## config.mk

```make
export PLATFORM = sky130hd
export DESIGN_NAME = ad9653_config_sequencer_flat
export DESIGN_NICKNAME = d
export VERILOG_FILES = /design/src/rtl/ad9653_pkg.sv /design/src/rtl/ad9653_config_sequencer_if.sv /design/src/rtl/ad9653_config_sequencer_delay.sv /design/src/rtl/ad9653_config_sequencer.sv /design/src/flat_wrapper.sv
export SDC_FILE = /design/constraint.sdc
export NUM_CORES = 1
export LEC_CHECK = 0
export BUFFER_PORTS_ARGS = -buffer_cell sky130_fd_sc_hd__buf_4
export CORE_MARGIN = 2
export CORE_UTILIZATION = 45
export DETAILED_ROUTE_END_ITERATION = 10
export PLACE_DENSITY = 0.69
export REMOVE_ABC_BUFFERS = 1
export SLEW_MARGIN = 20
export SYNTH_ARGS = -nofsm -noshare
export SYNTH_HDL_FRONTEND = slang
export SYNTH_HIERARCHICAL = 1
export SYNTH_SLANG_ARGS = --single-unit
```

## constraint.sdc

```tcl
create_clock -name clk -period 3.1 [get_ports clk]
set_input_delay 0.62 -clock clk [delete_from_list [all_inputs] [get_ports clk]]
set_output_delay 0.62 -clock clk [all_outputs]
set_load 0.005 [all_outputs]
```

## src/rtl/ad9653_pkg.sv

```systemverilog
// ad9653_pkg: shared FSM state type, AD9653 command widths and register addresses
package ad9653_pkg;
    localparam int ADDR_W = 13;
    localparam int DATA_W = 8;
    localparam logic [ADDR_W-1:0] REG_SPI_PORT_CFG = 13'h000;
    localparam logic [ADDR_W-1:0] REG_CHIP_ID      = 13'h001;
    localparam logic [ADDR_W-1:0] REG_POWER_MODES  = 13'h008;
    localparam logic [ADDR_W-1:0] REG_OUTPUT_MODE  = 13'h014;
    localparam logic [ADDR_W-1:0] REG_TRANSFER     = 13'h0FF;
    typedef enum logic [2:0] {
        IDLE, SETTLE, ISSUE, WAIT, GAP, FINISH, VCHK_ISSUE, VCHK_WAIT
    } state_t;
endpackage

```

## src/rtl/ad9653_config_sequencer_if.sv

```systemverilog
// ad9653_config_sequencer_if: command/completion bundle between sequencer and SPI master
interface ad9653_config_sequencer_if;
    import ad9653_pkg::*;
    logic              spi_start;
    logic              spi_rw;
    logic [ADDR_W-1:0] spi_addr;
    logic [DATA_W-1:0] spi_wdata;
    logic              spi_done;
    logic [DATA_W-1:0] spi_rdata;
    modport master (output spi_start, spi_rw, spi_addr, spi_wdata, input spi_done, spi_rdata);
    modport slave  (input spi_start, spi_rw, spi_addr, spi_wdata, output spi_done, spi_rdata);
endinterface

```

## src/rtl/ad9653_config_sequencer_delay.sv

```systemverilog
// seq_delay_counter: loadable down-counter shared by the GAP and timeout waits
module seq_delay_counter #(
    parameter int W = 13
) (
    input  logic         clk,
    input  logic         reset_n,
    input  logic         load,
    input  logic         count,
    input  logic [W-1:0] value,
    output logic         expired
);
    logic [W-1:0] cnt;
    always_ff @(posedge clk or negedge reset_n) begin
        if (!reset_n) cnt <= '0;
        else if (load) cnt <= value;
        else if (count && cnt != '0) cnt <= cnt - 1'b1;
    end
    assign expired = cnt == '0;
endmodule

```

## src/rtl/ad9653_config_sequencer.sv

```systemverilog
// ad9653_config_sequencer: walks an external register LUT and issues one SPI write/read per entry.
// Define AD9653_READBACK_VERIFY_EN to follow every write with a verifying readback.
module ad9653_config_sequencer
    import ad9653_pkg::*;
#(
    parameter int NUM_ENTRIES    = 16,
    parameter int GAP_CYCLES     = 8,
    parameter int TIMEOUT_CYCLES = 4096
) (
    input  logic                  clk,
    input  logic                  reset_n,
    input  logic                  start,
    input  logic                  abort,
    output logic                  busy,
    output logic                  done,
    output logic                  error,
    output logic [4:0]            err_index,
    output logic [4:0]            lut_index,
    input  logic [ADDR_W-1:0]     lut_address,
    input  logic [DATA_W-1:0]     lut_data,
    input  logic                  lut_rw,
    output logic [DATA_W-1:0]     rdata,
    output logic                  rdata_valid,
    ad9653_config_sequencer_if.master spi
);
`ifdef AD9653_READBACK_VERIFY_EN
    localparam bit VERIFY_EN = 1'b1;
`else
    localparam bit VERIFY_EN = 1'b0;
`endif
    localparam int CW = $clog2((GAP_CYCLES > TIMEOUT_CYCLES ? GAP_CYCLES : TIMEOUT_CYCLES) + 1);
    localparam logic [4:0] LAST = 5'(NUM_ENTRIES - 1);
    state_t state, state_n;
    logic abort_q, verify_q, dly_load, dly_count, dly_expired;
    logic [CW-1:0] dly_value;
    logic in_wait, timed_out, gap_end, seq_end;
    assign in_wait   = state == WAIT || state == VCHK_WAIT;
    assign timed_out = in_wait && !spi.spi_done && dly_expired;
    assign gap_end   = state == GAP && dly_expired;
    assign seq_end   = lut_index == LAST || abort_q;
    assign busy = state != IDLE;
    assign done = state == FINISH;
    assign spi.spi_start = state == ISSUE || state == VCHK_ISSUE;
    seq_delay_counter #(.W(CW)) u_delay (
        .clk(clk), .reset_n(reset_n), .load(dly_load), .count(dly_count),
        .value(dly_value), .expired(dly_expired)
    );
    always_comb begin
        state_n   = state;
        dly_load  = 1'b0;
        dly_count = 1'b0;
        dly_value = CW'(GAP_CYCLES - 1);
        case (state)
            IDLE:   state_n = start ? SETTLE : IDLE;
            SETTLE: state_n = ISSUE;
            ISSUE, VCHK_ISSUE: begin
                state_n   = state == ISSUE ? WAIT : VCHK_WAIT;
                dly_load  = 1'b1;
                dly_value = CW'(TIMEOUT_CYCLES - 1);
            end
            WAIT, VCHK_WAIT: begin
                state_n   = spi.spi_done ? GAP : dly_expired ? FINISH : state;
                dly_load  = spi.spi_done;
                dly_count = !spi.spi_done;
            end
            GAP: begin
                state_n   = !dly_expired ? GAP : verify_q ? VCHK_ISSUE : seq_end ? FINISH : SETTLE;
                dly_count = !dly_expired;
            end
            default: state_n = IDLE;
        endcase
    end
    always_ff @(posedge clk or negedge reset_n) begin
        if (!reset_n) begin
            state         <= IDLE;
            abort_q       <= 1'b0;
            verify_q      <= 1'b0;
            error         <= 1'b0;
            err_index     <= '0;
            lut_index     <= '0;
            rdata         <= '0;
            rdata_valid   <= 1'b0;
            spi.spi_rw    <= 1'b0;
            spi.spi_addr  <= '0;
            spi.spi_wdata <= '0;
        end else begin
            state       <= state_n;
            rdata_valid <= 1'b0;
            if (busy && abort) abort_q <= 1'b1;
            if (state == IDLE && start) begin
                error     <= 1'b0;
                lut_index <= '0;
            end
            if (state == SETTLE) begin
                spi.spi_addr  <= lut_address;
                spi.spi_wdata <= lut_data;
                spi.spi_rw    <= lut_rw;
            end
            if (state == WAIT && spi.spi_done) begin
                if (spi.spi_rw) rdata <= spi.spi_rdata;
                rdata_valid <= spi.spi_rw;
                verify_q    <= VERIFY_EN && !spi.spi_rw;
            end
            // Only the first failure is recorded; a readback mismatch lets the walk continue.
            if (!error && (timed_out || (state == VCHK_WAIT && spi.spi_done && spi.spi_rdata != spi.spi_wdata))) begin
                error     <= 1'b1;
                err_index <= lut_index;
            end
            if (gap_end) begin
                if (verify_q) begin
                    verify_q   <= 1'b0;
                    spi.spi_rw <= 1'b1;
                end else if (!seq_end) lut_index <= lut_index + 5'd1;
            end
            if (state == FINISH) abort_q <= 1'b0;
        end
    end
endmodule

```

## src/flat_wrapper.sv

```systemverilog
// flat-port wrapper written by rule: the top's interface ports become plain ports
module ad9653_config_sequencer_flat import ad9653_pkg::*;
#(
    parameter int NUM_ENTRIES    = 16,
    parameter int GAP_CYCLES     = 8,
    parameter int TIMEOUT_CYCLES = 4096
)
  (clk, reset_n, start, abort, busy, done, error, err_index, lut_index, lut_address, lut_data, lut_rw, rdata, rdata_valid, spi_spi_start, spi_spi_rw, spi_spi_addr, spi_spi_wdata, spi_spi_done, spi_spi_rdata);
  ad9653_config_sequencer_if spi_i ();
  input  logic clk;
  input  logic reset_n;
  input  logic start;
  input  logic abort;
  output logic busy;
  output logic done;
  output logic error;
  output logic [4:0] err_index;
  output logic [4:0] lut_index;
  input  logic [ADDR_W-1:0] lut_address;
  input  logic [DATA_W-1:0] lut_data;
  input  logic lut_rw;
  output logic [DATA_W-1:0] rdata;
  output logic rdata_valid;
  output wire logic [$bits(spi_i.spi_start)-1:0] spi_spi_start;
  output wire logic [$bits(spi_i.spi_rw)-1:0] spi_spi_rw;
  output wire logic [$bits(spi_i.spi_addr)-1:0] spi_spi_addr;
  output wire logic [$bits(spi_i.spi_wdata)-1:0] spi_spi_wdata;
  input wire logic [$bits(spi_i.spi_done)-1:0] spi_spi_done;
  input wire logic [$bits(spi_i.spi_rdata)-1:0] spi_spi_rdata;
  assign spi_spi_start = spi_i.spi_start;
  assign spi_spi_rw = spi_i.spi_rw;
  assign spi_spi_addr = spi_i.spi_addr;
  assign spi_spi_wdata = spi_i.spi_wdata;
  assign spi_i.spi_done = spi_spi_done;
  assign spi_i.spi_rdata = spi_spi_rdata;
  ad9653_config_sequencer #(.NUM_ENTRIES(NUM_ENTRIES), .GAP_CYCLES(GAP_CYCLES), .TIMEOUT_CYCLES(TIMEOUT_CYCLES)) u_core (.clk(clk), .reset_n(reset_n), .start(start), .abort(abort), .busy(busy), .done(done), .error(error), .err_index(err_index), .lut_index(lut_index), .lut_address(lut_address), .lut_data(lut_data), .lut_rw(lut_rw), .rdata(rdata), .rdata_valid(rdata_valid), .spi(spi_i));
endmodule
```

==> impl_results.md <==
- Internal power summed over all cells: 2.35 mW
- Most frequent cell on the critical path: inv_1
- Buffering stage count on the worst path with inverters included: 2
- Fraction of the yosys area taken by sequential cells: 46.9%
- DP Cell Count: 462
- Transition at the pin with the smallest max-transition slack: 765 ps
- Worst r2r dst: u_core/u_delay/cnt[12]
- Number of standard cells in the layout, taps in and fillers out: 478
- DR vias/cell: 5.19
- Area of the core region: 0.00683 mm2
- Critical path's largest stage delay: 410 ps
- First-pass iteration count of the detailed router: 4
- Post-route cell area: 0.00406 mm2
- Die outline area: 0.00781 mm2
- Peak Freq: 381 MHz
- Switching Fraction: 37.8%
- Final clock period utilization by the worst path: 84.8%
- Proportion of register bits with asynchronous set or reset after synthesis: 100%
- Cell Rows: 30
- Depth of the worst register-to-register path: 10
- Part of the power in the clock network: 16.7%
- IR Drop Worst-Case VDD: 0.487 mV
- Maximum net fanout on the critical path: 7
- Post-synth top flop: dfrtp_1
- Final hold violation count: 0
- Layout filler cell count: 605
- Number of DRC markers in iteration 0: 225
- Count of maximum capacitance violations: 0
- Instance count of the mapped netlist: 294
- Layout Skew: 11.0 ps
- CTS root buf: clkbuf_8
- Final weighted congestion in routability-driven placement: 0.784
- Critical Path End Type: flop
- Mean Syn Cell Area: 10.9 um2
- Synth warn: 6
- Ordered list of cells on the worst path: inv_1 -> ha_1 -> nor4b_4 -> nand4_4 -> inv_1 -> o22ai_1 -> and4bb_2 -> nand4_1 -> mux2_1 -> mux2_2
- Max-Slew Margin vs Limit: 49.0%
- Post-Synthesis Cell Area: 0.00320 mm2
- Wire length reported by the detailed router: 6960 um
- Worst EP arrival: 2850 ps
- P_sw: 1.43 mW
- Power density normalized to cell area: 932 mW/mm2
- Vias post-DR: 2479
- Post-Route Setup TNS: 0 ps
- Outcome: finished clean
- P_leak: 1.82 nW
- Placed Instance Area: 0.00388 mm2
- # hold bufs at CTS: 0
- Clock transition at path regs: 80 ps
- Pin count of the biggest net entering global routing: 61
- Maximum level of the CTS H-tree: 3
- CTS-repair resized insts: 0
- Area growth syn-to-layout: 26.7%
- Required time of the worst setup path: 3320 ps
- Area of the multi-input gates: 0.00158 mm2
- Total count of max-transition violations in the final report: 0
- Most common cell after layout, fill and taps aside: buf_4
- WL per Instance: 14.6 um
- GRT Total Usage: 19.0%
- Yosys cell types: 58
- DIE HEIGHT: 88.4 um
- TritonCTS clock tree: built
- Initial antenna violation count: 0
- Vias in the first global route: 2443
- Startpoint-to-endpoint class of the critical path: flop to flop
- Skew-Pair Late Insertion Delay: 340 ps
- RSZ-0062 raised after global routing: false
- Critical path startpoint category: flop
- Cts bufs inserted: 9
- Number of nets in the finished design: 416
- Count of flip-flops with a built-in enable after synthesis: 0
- Post-synthesis sequential element count: 60
- Placed wire-length estimate: 4850 um
- Count of final setup violators: 0
- Die X: 88.4 um
- Buffers added on ports: 79
- Combined flip-flop and latch cell area: 0.00150 mm2
- Commonest cells after routing, fill and taps aside: 84 x buf_4, 60 x dfrtp_1, 20 x nand2_1, 17 x nor2_1, 16 x o21ai_0
- Clock tree buffer depth: 2
- Share of total power in combinational logic: 43.4%
- DRC violation count after routing: 0
- N_diodes: 0
- Total number of clock tree sinks: 60
- Util after Layout: 59.4%
- Time the final worst path needs with I/O delays and setup: 2630 ps
- Gr ovfl total: 0
- Post-CTS setup-driven buffer insertion count: 0
- Part of the power in registers: 39.9%
- Starting density of the core: 46.9%
- Global-route wire length before repair: 11400 um
- IO Count: 80
- Family with the most delay on the worst path: simple AND/OR/NAND/NOR gates
- Worst Hold Class: primary input to asynchronous set/reset pin
- Detail Route Antenna Nets: 0
- Worst flop-to-flop path startpoint: u_core/u_delay/cnt[0]
- Cell type of the slowest stage on the worst timing path: dfrtp_1
- Ratio of cells with drive above 1 in the final layout: 34.8%
- Flop2flop setup slack: 470 ps
## cell families (layout without fill, tap and decap cells)
| group | after synthesis | count (layout) | share of synthesized area (%) |
|---|---|---|---|
| and+or+nand+nor | 106 | 106 | 21.4 |
| DFF | 60 | 60 | 46.9 |
| AOI/OAI and AO/OA | 51 | 51 | 10.3 |
| muxes | 35 | 35 | 13.1 |
| buffers and inverters | 27 | 113 | 4.02 |
| xor gates and xnor gates | 9 | 9 | 2.46 |
| adders and majority gates | 4 | 4 | 1.56 |
| other | 2 | 4 | 0.235 |
## metrics by stage
| step | power, mW | hold WS [ps] | worst slack, ps |
|---|---|---|---|
| 3_3_place_gp | 3.12 | 471 | 564 |
| 6_report | 3.78 | 343 | 473 |
| 2_1_floorplan | 2.45 | 324 | 76.3 |
| 3_5_place_dp | 3.17 | 479 | 515 |
| 5_1_grt | 4.08 | 412 | 254 |
| 4_1_cts | 3.82 | 381 | 498 |
## cells in the mapped netlist, drive strengths merged (2+ instances only)
cell type / count / area [um2]
o21ai: 18 / 90.1
mux2i: 4 / 40.0
a211oi: 5 / 37.5
xnor2: 9 / 78.8
and4b: 2 / 20.0
a21oi: 9 / 45.0
a31oi: 2 / 12.5
a21boi: 2 / 15.0
nor3b: 10 / 86.3
nor3: 2 / 10.0
mux2: 31 / 379
and2: 4 / 25.0
nor2: 18 / 70.1
ha: 4 / 50.1
nand3: 11 / 55.1
buf: 8 / 56.3
clkbuf: 6 / 23.8
nor4b: 3 / 62.6
and3: 7 / 43.8
dfrtp: 60 / 1500
conb: 2 / 7.51
inv: 13 / 48.8
nand4: 14 / 103
o31a: 2 / 17.5
a211o: 2 / 17.5
nand2: 21 / 86.3
and4: 2 / 20.0
nor2b: 3 / 18.8
nand2b: 3 / 18.8
## layout make-up
cell class                      count  area share, %
Clock inverter                      7           1.30
Clock buffer                        9           3.05
Multi-Input combinational cell    209           38.9
Tap cell                           96           2.96
Inverter                           13           1.20
Timing Repair Buffer               84           15.5
Sequential cell                    60           37.0
## power by group through the flow
| stage | combinational (mW) | clock (mW) | sequential [mW] |
|---|---|---|---|
| floorplan | 0.978 | 0 | 1.47 |
| global placement | 1.62 | 0 | 1.50 |
| detailed placement | 1.65 | 0 | 1.52 |
| CTS | 1.66 | 0.650 | 1.51 |
| global route | 1.82 | 0.690 | 1.57 |
| finish | 1.64 | 0.630 | 1.51 |
## metal layers
layer  up-vias  wire length, um  global-route usage (%)  share of wire [%]
met2        62             3260                    29.0                 47
met5         -                0                       0                  0
li1       1223                -                       -                  -
met4         0               57                    7.85               0.82
met1      1190             3340                    26.3                 48
met3         4              299                    4.01                4.3
## state kept, by name, summed over array words and instances, names as in the netlist
| register | flops |
|---|---|
| u_core/spi.spi_addr | 13 |
| u_core/u_delay/cnt | 13 |
| u_core/rdata | 8 |
| u_core/spi.spi_wdata | 8 |
| u_core/err_index | 5 |
| u_core/lut_index | 5 |
| u_core/state | 3 |
| u_core/abort_q | 1 |
| u_core/error | 1 |
| u_core/rdata_valid | 1 |
| u_core/spi.spi_rw | 1 |
| u_core/verify_q | 1 |
## worst max path at each step
stage,from,endpoint,slack (ps),depth (start not counted)
finish,u_core/u_delay/cnt[0],u_core/u_delay/cnt[12],470,10
global route,u_core/u_delay/cnt[0],u_core/u_delay/cnt[12],250,10
CTS,u_core/u_delay/cnt[0],u_core/u_delay/cnt[12],500,10
detailed placement,u_core/u_delay/cnt[0],u_core/u_delay/cnt[12],510,10
global placement,u_core/u_delay/cnt[0],u_core/u_delay/cnt[12],560,10
floorplan,spi_spi_done,u_core/u_delay/cnt[11],80,5
(Power assumes the default switching activity.)
